File: config.mk
export PLATFORM = sky130hd
export DESIGN_NAME = mul_18
export DESIGN_NICKNAME = d
export VERILOG_FILES = /design/src/rtl/mul_18.sv
export SDC_FILE = /design/constraint.sdc
export NUM_CORES = 1
export LEC_CHECK = 0
export CAP_MARGIN = 30
export CORE_AREA = 2 2 117 119
export DETAILED_ROUTE_END_ITERATION = 10
export DIE_AREA = 0 0 119 121
export PLACE_DENSITY_LB_ADDON = 0.3
export SLEW_MARGIN = 25
export SYNTH_ARGS = -nofsm -noshare
export SYNTH_HDL_FRONTEND = slang
export SYNTH_SLANG_ARGS = --single-unit
export TNS_END_PERCENT = 5
File: constraint.sdc
create_clock -name i_clk -period 3.15 [get_ports i_clk]
set_clock_uncertainty 0.1 [all_clocks]
set_input_delay 0.63 -clock i_clk [delete_from_list [all_inputs] [get_ports i_clk]]
set_output_delay 0.63 -clock i_clk [all_outputs]
set_load 0.02 [all_outputs]
File: src/rtl/mul_18.sv
// Sequential sign-magnitude fixed-point multiplier.
// One magnitude bit per clock, start/complete/overflow handshake.
module mul_18 #(
  parameter int Q = 17,
  parameter int N = 18
) (
  input  logic         i_clk,
  input  logic         i_rst_n,
  input  logic [N-1:0] i_multiplicand,
  input  logic [N-1:0] i_multiplier,
  input  logic         i_start,
  output logic [N-1:0] o_product_out,
  output logic         o_complete,
  output logic         o_overflow,
  output logic         o_busy
);

  localparam int W2 = 2*N-2;
  localparam int CW = $clog2(N);

  typedef enum logic [1:0] {
    IDLE,
    BUSY,
    DONE
  } state_t;

  state_t        state_q, state_d;
  logic [W2-1:0] mcand_q, mcand_d;
  logic [N-2:0]  mplier_q, mplier_d;
  logic [W2-1:0] acc_q, acc_d;
  logic [CW-1:0] cnt_q, cnt_d;
  logic [1:0]    dcnt_q, dcnt_d;
  logic          sign_q, sign_d;
  logic [N-1:0]  product_q, product_d;
  logic          ovf_q, ovf_d;

  logic [W2-1:0] sum_w;
  logic [W2-1:0] shf_w;
  logic          ovf_w;
  logic [N-2:0]  mag_w;

  // Accumulate step and result formatting from the final sum
  always_comb begin
    sum_w = acc_q;
    if (mplier_q[0]) sum_w = acc_q + mcand_q;
    shf_w = sum_w >> Q;
    ovf_w = |(shf_w >> (N-1));
    mag_w = ovf_w ? '1 : shf_w[N-2:0];
  end

  // Next-state and datapath control
  always_comb begin
    state_d   = state_q;
    mcand_d   = mcand_q;
    mplier_d  = mplier_q;
    acc_d     = acc_q;
    cnt_d     = cnt_q;
    dcnt_d    = dcnt_q;
    sign_d    = sign_q;
    product_d = product_q;
    ovf_d     = ovf_q;
    unique case (state_q)
      IDLE: begin
        if (i_start) begin
          state_d  = BUSY;
          mcand_d  = {{(N-1){1'b0}}, i_multiplicand[N-2:0]};
          mplier_d = i_multiplier[N-2:0];
          sign_d   = i_multiplicand[N-1] ^ i_multiplier[N-1];
          acc_d    = '0;
          cnt_d    = CW'(N-1);
        end
      end
      BUSY: begin
        acc_d    = sum_w;
        mcand_d  = mcand_q << 1;
        mplier_d = mplier_q >> 1;
        cnt_d    = cnt_q - CW'(1);
        if (cnt_q == CW'(1)) begin
          state_d   = DONE;
          dcnt_d    = 2'd0;
          ovf_d     = ovf_w;
          product_d = {sign_q & (|mag_w), mag_w};
        end
      end
      DONE: begin
        dcnt_d = dcnt_q + 2'd1;
        if (dcnt_q == 2'd2) state_d = IDLE;
      end
      default: state_d = IDLE;
    endcase
  end

  // State and datapath registers
  always_ff @(posedge i_clk or negedge i_rst_n) begin
    if (!i_rst_n) begin
      state_q   <= IDLE;
      mcand_q   <= '0;
      mplier_q  <= '0;
      acc_q     <= '0;
      cnt_q     <= '0;
      dcnt_q    <= '0;
      sign_q    <= 1'b0;
      product_q <= '0;
      ovf_q     <= 1'b0;
    end else begin
      state_q   <= state_d;
      mcand_q   <= mcand_d;
      mplier_q  <= mplier_d;
      acc_q     <= acc_d;
      cnt_q     <= cnt_d;
      dcnt_q    <= dcnt_d;
      sign_q    <= sign_d;
      product_q <= product_d;
      ovf_q     <= ovf_d;
    end
  end

  assign o_product_out = product_q;
  assign o_overflow    = ovf_q;
  assign o_complete    = (state_q == DONE);
  assign o_busy        = (state_q != IDLE);

endmodule
== Yosys cells after proc, flatten, opt, wreduce, memory -nomap -nowiden ==
Cells that the tools add are included.

* Register bits: 113
* Input bits: 39

* Add/sub/neg operators: 3
* Equal/unequal tests: 8
* Mux-type cells: 15
* Bitwise logic cells: 2
* Reductions and logical operators: 11

{| class="wikitable"
|+ Operators by type and width
! cell !! number
|-
| one-hot mux 34 bit (2 select lines) || 2
|-
| 2-to-1 mux 34 bit || 3
|-
| adder 34 bit || 1
|-
| one-hot mux 17 bit (2 select lines) || 1
|-
| 2-to-1 mux 17 bit || 1
|-
| OR reduction 17 bit || 1
|-
| one-hot mux 5 bit (2 select lines) || 1
|-
| 2-to-1 mux 2 bit || 4
|-
| AND reduction 2 bit || 4
|-
| != test 2 bit (second input constant) || 3
|-
| one-hot mux 2 bit (3 select lines) || 1
|-
| AND reduction 3 bit || 2
|-
| nonzero test 2 bit || 3
|-
| equality test 5 x 1 -> 1 bit (second input constant) || 1
|-
| 2-to-1 mux 5 bit || 1
|-
| subtractor 5 x 1 -> 5 bit (second input constant) || 1
|-
| equality test 2 bit (second input constant) || 2
|-
| one-hot mux 2 bit (2 select lines) || 1
|-
| adder 2 x 1 -> 2 bit (second input constant) || 1
|-
| equality test 2 x 1 -> 1 bit (second input constant) || 1
|-
| zero test 2 bit || 1
|-
| != test 2 x 1 -> 1 bit (second input constant) || 1
|-
| AND 1 bit || 1
|-
| bitwise XOR 1 bit || 1
|}

== Depth between registers and ports, before layout ==
Gate-level depths: netlist of the first run.

* Word-level depth: 4
* Gate-level depth with buffers: 13
* Mapped depth without buffers: 13

== Least setup slack after synthesis of the first run ==
Ideal clock, no wire load.

* Path kind: flip-flop to flip-flop
* Start: register mcand_q[0]
* End: register product_q[17] (netlist: o_product_out[17])
* Setup time: 0.134 ns
* Data arrival time: 2.793 ns
* Data required time: 2.916 ns
* Setup slack: 0.123 ns
* Stages on the path, launching flop included: 14
* Buffers on the path: 0
* Period minus slack after synthesis: 3.027 ns
* Cell sequence: dfrtp_1 ha_1 inv_1 fa_1 nand2b_1 a21oi_1 nor2_1 o311a_4 a21o_1 a311oi_2 and4_1 o2111ai_1 nor4_2 a31oi_1

* Cells in the longest elaborated chain, start to end: 4

{| class="wikitable"
|+ RTL lines
! item !! RTL line !! RTL
|-
| from (decl) || 28 || <nowiki>logic [W2-1:0] mcand_q, mcand_d;</nowiki>
|-
| from (signal assigned) || 107 || <nowiki>mcand_q <= mcand_d;</nowiki>
|-
| adder 34 bit || 45 || <nowiki>if (mplier_q[0]) sum_w = acc_q + mcand_q;</nowiki>
|-
| 2-to-1 mux 34 bit || 45 ||
|-
| OR reduction 17 bit || 82 || <nowiki>product_d = {sign_q & (|mag_w), mag_w};</nowiki>
|-
| AND 1 bit || 82 ||
|-
| to (signal assigned) || 113 || <nowiki>product_q <= product_d;</nowiki>
|-
| to (decl) || 34 || <nowiki>logic [N-1:0] product_q, product_d;</nowiki>
|}

Every way passes these cells. The select of a mux whose other input is x is not followed.
A chain may end at the register's enable or synchronous reset.

== Worst setup path after layout of the first run ==
* Start: register acc_q[7]
* End: register product_q[17] (netlist: o_product_out[17])

* Cells in the longest elaborated chain, start to end: 4

{| class="wikitable"
|+ RTL lines
! item !! RTL line !! RTL
|-
| from (decl) || 30 || <nowiki>logic [W2-1:0] acc_q, acc_d;</nowiki>
|-
| from (signal assigned) || 99 || <nowiki>acc_q <= '0;</nowiki>
|-
| from (signal assigned) || 109 || <nowiki>acc_q <= acc_d;</nowiki>
|-
| adder 34 bit || 45 ||
|-
| 2-to-1 mux 34 bit || 45 ||
|-
| OR reduction 17 bit || 82 ||
|-
| AND 1 bit || 82 ||
|}

Every way passes these cells. The select of a mux whose other input is x is not followed.

==> run summary, run 1 <==
Crit path required time -> 3340 ps
Starting Density -> 52.2%
Final Max Slew Viols -> 0
commonest cells after routing, fill and taps aside -> 185 x nand2_1, 112 x dfrtp_1, 84 x o21ai_0, 80 x buf_4, 57 x clkdlybuf4s50_1
Inserted Diodes -> 0
filler cell count in the final layout -> 1046
DR WL/cell -> 17.7 um
Vias -> 6671
R2R cell count -> 10
commonest non-fill, non-tap cell in the layout -> nand2_1
setup TNS -> 0 ps
Arrival @ worst endpoint -> 3280 ps
met1 track demand over resource -> 35.1%
Clock Power Share -> 17.9%
num rows -> 42
fmax -> 0.323 GHz
Num CTS Buffers -> 17
first-pass GRT wire length -> 32400 um
gr usage total -> 28.3%
hold crit path type -> input pin to asynchronous set/reset pin
Sw Ratio -> 44.5%
r2r setup slk -> 50 ps
Avg Inst Size Synth -> 8.44 um2
Tmin final -> 3100 ps
ys async rst share -> 100%
final cell count without fillers -> 1107
Final Hold Viols -> 0
DRC -> 0
synth warn -> 0
die area -> 0.0144 mm2
layout cells sized above 1 -> 17.8%
Final ANT Viol Nets -> 0
VDD IR max -> 0.681 mV
Unique masters post-synth -> 69
worst-path fanout max -> 7
DRT iter0 DRCs -> 396
CP Class -> flip-flop to flip-flop
status -> complete, no violations
register clock-pin slew on the reported worst setup and hold paths -> 60 ps
Worst Slack Setup Final -> 51.8 ps
pre-CTS WS -> -93.1 ps
reg-to-reg startpoint -> acc_q[7]$_DFFE_PN0P_
worst-margin pin slew -> 741 ps
final setup fails -> 0
RSZ-0062 raised after global routing -> yes
met2 GRT Util -> 48.6%
hold_buf cts -> 0
TritonRoute pass-1 iters -> 5
switching power -> 4.64 mW
Synth Instances -> 810
Comb pwr share -> 56.8%
clock sink total -> 113
Placed Cells -> 1063
vias in the first global route -> 6604
Via density -> 6.03
Post-Route WL -> 19600 um
Post-synth EDFFs -> 0
Pint -> 5.78 mW
chip height -> 121 um
Most used DFF post-synth -> dfrtp_1
CTS tree -> built
Core Region -> 0.0131 mm2
RePlAce Congestion -> 0.934
die width -> 119 um
fin crit share -> 98.4%
Net Count, Synth -> 886
# IOs -> 60
Seq/Total Area, Yosys -> 41.4%
Layout area overhead -> 30.1%
Total Power -> 10.4 mW
P_leak -> 4.03 nW
slew margin rel. -> 50.5%
placed wire-length estimate -> 13400 um
Root Buffer Master -> clkbuf_16
max cap viols -> 0
Synth Register Bits -> 113
pin count of the biggest net entering global routing -> 79
Syn Std Cell Area -> 0.00684 mm2
GR peak layer -> met2
met3 usage -> 6.48%
H-tree depth -> 4
CTS max path bufs -> 2
Worst setup EP type -> flip-flop
GRT Residual Overflow -> 0
# port buffers -> 58
Reg-to-Reg End -> o_product_out[17]$_DFFE_PN0P_
Power Density -> 1170 mW/mm2
nets -> 994
Clock Latency Late Sink -> 420 ps
antenna violations before repair -> 0
crit path launch type -> flip-flop
Flop pwr share -> 25.4%
metal layers:
layer | vias to the layer above | wire length, um
met5 | - | 0
met4 | 0 | 468
met3 | 48 | 1130
met2 | 246 | 9620
li1 | 3120 | -
met1 | 3257 | 8370
flip-flops by register name, indices dropped and copies added (netlist names):
name and cells:
acc_q 34, dcnt_q 2, mplier_q 17, state_q 2, o_product_out 18, cnt_q 5, mcand_q 34, sign_q 1
stage by stage:
stage          utilization, %  hold slack [ps]  instance area [um2]
3_5_place_dp             60.9              369                 7970
4_1_cts                  67.0             75.8                 8770
3_3_place_gp             60.9              360                 7960
5_1_grt                  67.9             96.7                 8890
6_report                 67.9             67.4                 8890
2_1_floorplan               -              234                 6840
power groups by stage:
stage / logic (mW) / clock network [mW] / registers (mW)
after global placement: 5.20 / 0 / 2.56
after detailed placement: 5.35 / 0 / 2.60
after global routing: 6.49 / 1.94 / 2.72
after floorplan: 3.34 / 0 / 2.61
after CTS: 5.63 / 1.88 / 2.63
final: 5.92 / 1.86 / 2.64
final cells by class:
type / instances / area, um2 / share of cell area [%]
clock inverter: 14 / 128 / 1.44
clock buffer: 18 / 439 / 4.94
inverter: 17 / 63.8 / 0.718
sequential: 113 / 2830 / 31.8
multi-input combinational: 631 / 4020 / 45.2
timing repair buffer: 138 / 1190 / 13.4
tap: 176 / 220 / 2.48
what timing repair did:
action	in CTS	in global routing
setup buffers	10	2
resized for setup	25	24
endpoints found under the setup margin	1	7
pin swaps	8	12
synth_stat cells (9+ instances only):
cell | count | area [um2]
nand3_1 | 33 | 165
mux2i_1 | 9 | 90.1
a21oi_1 | 47 | 235
a211oi_1 | 9 | 67.6
nor3_1 | 14 | 70.1
clkbuf_1 | 34 | 128
a22oi_1 | 32 | 240
dfrtp_1 | 113 | 2830
nor2_1 | 33 | 124
xor2_1 | 13 | 114
xnor2_1 | 10 | 87.6
nand2_1 | 185 | 694
inv_1 | 16 | 60.1
ha_1 | 36 | 450
o21ai_0 | 88 | 440
a21o_1 | 16 | 120
logic make-up after synthesis:
group                    Yosys count  synth area share (%)
AND/OR/NAND/NOR                  314                  20.5
AO/OA/AOI/OAI                    247                  23.0
flip-flops                       113                  41.4
buffers and inverters             66                  3.97
adder cells (fa/ha/maj)           37                  6.88
XOR/XNOR                          23                  2.95
multiplexers                       9                  1.32
other                              1                0.0549
worst max path at each step:
stage | cells after the start | slack, ps | from | end
floorplan | 13 | 120 | mcand_q[0]$_DFFE_PN0P_ | o_product_out[17]$_DFFE_PN0P_
global placement | 13 | -40 | mcand_q[0]$_DFFE_PN0P_ | o_product_out[17]$_DFFE_PN0P_
detailed placement | 13 | -90 | acc_q[0]$_DFFE_PN0P_ | o_product_out[17]$_DFFE_PN0P_
CTS | 10 | -50 | mcand_q[8]$_DFFE_PN0P_ | o_product_out[17]$_DFFE_PN0P_
global route | 10 | -70 | mcand_q[17]$_DFFE_PN0P_ | o_product_out[17]$_DFFE_PN0P_
finish | 10 | 50 | acc_q[7]$_DFFE_PN0P_ | o_product_out[17]$_DFFE_PN0P_
worst max-delay path: stages, from the launching register on:
cell and delay [ps]:
dfrtp_1 420, ha_4 330, nand2_1 90, or4b_4 540, o311a_4 350, a21o_1 190, a311oi_2 270, and4_1 230
o2111ai_1 130, nor4_2 180, a31oi_1 110
Power figures use the tool's default switching activity.
==> run 2, diff against run 1 <==
CORE_AREA = 2 2 111 113   (was 2 2 117 119)
DIE_AREA = 0 0 113 115   (was 0 0 119 121)
clock period = 3.2 ns   (was 3.15 ns; I/O delays follow)
==> run summary, run 2 (synthesis gave the netlist of run 1 again) <==
crit path launch type -> flip-flop
max cap viols -> 0 (unchanged)
nets -> 998 (+0.40%)
Root Buffer Master -> clkbuf_16
gr usage total -> 31.7% (+3.4 points)
met1 track demand over resource -> 39.0% (+3.9 points)
Final Hold Viols -> 0 (unchanged)
num rows -> 40 (-4.8%)
Layout area overhead -> 30.6%
worst-margin pin slew -> 574 ps (-167 ps)
Worst setup EP type -> flip-flop
Tmin final -> 3110 ps (+12.9 ps)
Crit path required time -> 3390 ps (+50 ps)
commonest non-fill, non-tap cell in the layout -> nand2_1
first-pass GRT wire length -> 32800 um (+1.2%)
DRT iter0 DRCs -> 446 (+13%)
GRT Residual Overflow -> 0 (unchanged)
CTS tree -> built
hold crit path type -> input pin to asynchronous set/reset pin
Clock Latency Late Sink -> 430 ps (about the same)
VDD IR max -> 0.587 mV (-14%)
# IOs -> 60 (unchanged)
H-tree depth -> 4 (unchanged)
Power Density -> 1170 mW/mm2 (about the same)
Placed Cells -> 1031 (-3.0%)
commonest cells after routing, fill and taps aside -> 184 x nand2_1, 113 x dfrtp_1, 84 x buf_4, 83 x o21ai_0, 57 x clkdlybuf4s50_1
status -> finished with violations
register clock-pin slew on the reported worst setup and hold paths -> 60 ps (about the same)
met3 usage -> 5.64% (-0.84 points)
Multi-input gate area -> 0.00403 mm2 (+0.22%)
crit-path cells -> ha_4, nand2_1, o21ai_0, nand2b_1, and3_2, o31ai_1, xor2_1, o21ai_1, o2111ai_2, nor4_2, a31oi_1
Final Hold Slack -> 105 ps (+37.3 ps)
met2 GRT Util -> 54.2% (+5.6 points)
filler cell count in the final layout -> 833 (-20%)
die area -> 0.0130 mm2 (-9.8%)
Final ANT Viol Nets -> 0 (unchanged)
CP max-delay cell -> dfrtp_1
Vias -> 6706 (+0.52%)
RePlAce Congestion -> 1.00 (+7.3%)
Post-Route WL -> 20000 um (+2.1%)
final cell count without fillers -> 1082 (-2.3%)
die width -> 113 um (-5.0%)
Crit path largest cell delay -> 430 ps (-110 ps)
antenna violations before repair -> 0 (unchanged)
hold_buf cts -> 0 (unchanged)
P_leak -> 4.06 nW (+0.85%)
Via density -> 6.20 (+2.8%)
worst-path fanout max -> 6 (-1)
clock sink total -> 113 (unchanged)
Worst Slack Setup Final -> 88.9 ps (+37.1 ps)
Starting Density -> 57.9% (+5.6 points)
failing checks -> DRC
DRC -> 1 (+1)
Final Max Slew Viols -> 0 (unchanged)
# port buffers -> 58 (unchanged)
chip height -> 115 um (-5.0%)
Sequential cell area -> 0.00283 mm2 (about the same)
Arrival @ worst endpoint -> 3310 ps (+30 ps)
GR peak layer -> met2
DR WL/cell -> 18.5 um (+4.5%)
fmax -> 0.321 GHz (-0.42%)
pin count of the biggest net entering global routing -> 50 (-37%)
final setup fails -> 0 (unchanged)
pre-CTS WS -> -89.5 ps (+3.66 ps)
Core Region -> 0.0118 mm2 (-9.7%)
placed wire-length estimate -> 13400 um (about the same)
Inserted Diodes -> 0 (unchanged)
fin crit share -> 97.2% (-1.1 points)
CTS max path bufs -> 2 (unchanged)
Num CTS Buffers -> 17 (unchanged)
vias in the first global route -> 6696 (+1.4%)
TritonRoute pass-1 iters -> 8 (+3)
CP Class -> flip-flop to flip-flop
layout cells sized above 1 -> 18.1% (+0.24 points)
RSZ-0062 raised after global routing -> yes
slew margin rel. -> 61.6% (+11 points)
[run 2: cell count changes in the layout (fill, tap and decap cells not counted), moves of 2 or more]
cell / delta
clkinv_4: +3
buf_4: +4
ha_1: -2
inv_8: +2
clkinv_2: -3
ha_4: +2
[run 2: layer usage]
layer  up-vias  share of wire, %
li1       3132                 -
met2       279                50
met4         0               3.3
met5         -                 0
met3        62               5.4
met1      3233                41
[run 2: worst paths after layout]
path                            slack [ps]  cells past startpoint                         start                       endpoint
worst max-delay path                    90                     11       mcand_q[14]$_DFFE_PN0P_  o_product_out[17]$_DFFE_PN0P_
worst min-delay path                   100                      1                       i_rst_n        mcand_q[23]$_DFFE_PN0P_
worst max register to register          90                     11       mcand_q[14]$_DFFE_PN0P_  o_product_out[17]$_DFFE_PN0P_
worst min register to register         380                      2  o_product_out[2]$_DFFE_PN0P_   o_product_out[2]$_DFFE_PN0P_
max in group asynchronous             2120                      2                       i_rst_n         mcand_q[5]$_DFFE_PN0P_
min in group i_clk                     380                      2  o_product_out[2]$_DFFE_PN0P_   o_product_out[2]$_DFFE_PN0P_
[run 2: metrics by stage]
stage                     utilization (%)  setup TNS (ps)  power, mW  cell area [um2]
after floorplan                         -               0       5.86             6840
after global placement               66.9               0       7.60             7900
after detailed placement             66.9           -89.5       7.80             7900
after CTS                            74.7           -16.9       10.2             8820
after global routing                 75.6           -94.5       11.1             8930
final                                75.6               0       10.5             8930
[run 2: cell type report]
| type | instances | share of cell area [%] |
|---|---|---|
| Sequential cell | 113 | 31.7 |
| Timing Repair Buffer | 142 | 13.7 |
| Inverter | 17 | 0.715 |
| Multi-Input combinational cell | 631 | 45.1 |
| Tap cell | 147 | 2.06 |
| Clock inverter | 15 | 1.96 |
| Clock buffer | 17 | 4.77 |
[run 2: power breakdown]
group	switching, mW	leakage, nW	internal, mW
combinational	3.37	2.35	2.54
clock	0.762	0.285	1.17
sequential	0.544	1.43	2.07
[run 2: what timing repair did]
item	in CTS	in global routing
buffers inserted	16	3
setup endpoints to repair	1	8
gates resized for setup	28	21
pin swaps	10	12
[run 2: worst max-delay path: cells and delay by family, from the launching register on]
family                     cells  cell delay [ps]
DFF                            1              430
AOI/OAI and AO/OA              5             1120
adders and majority gates      1              320
and+or+nand+nor                4              830
xor gates and xnor gates       1              170
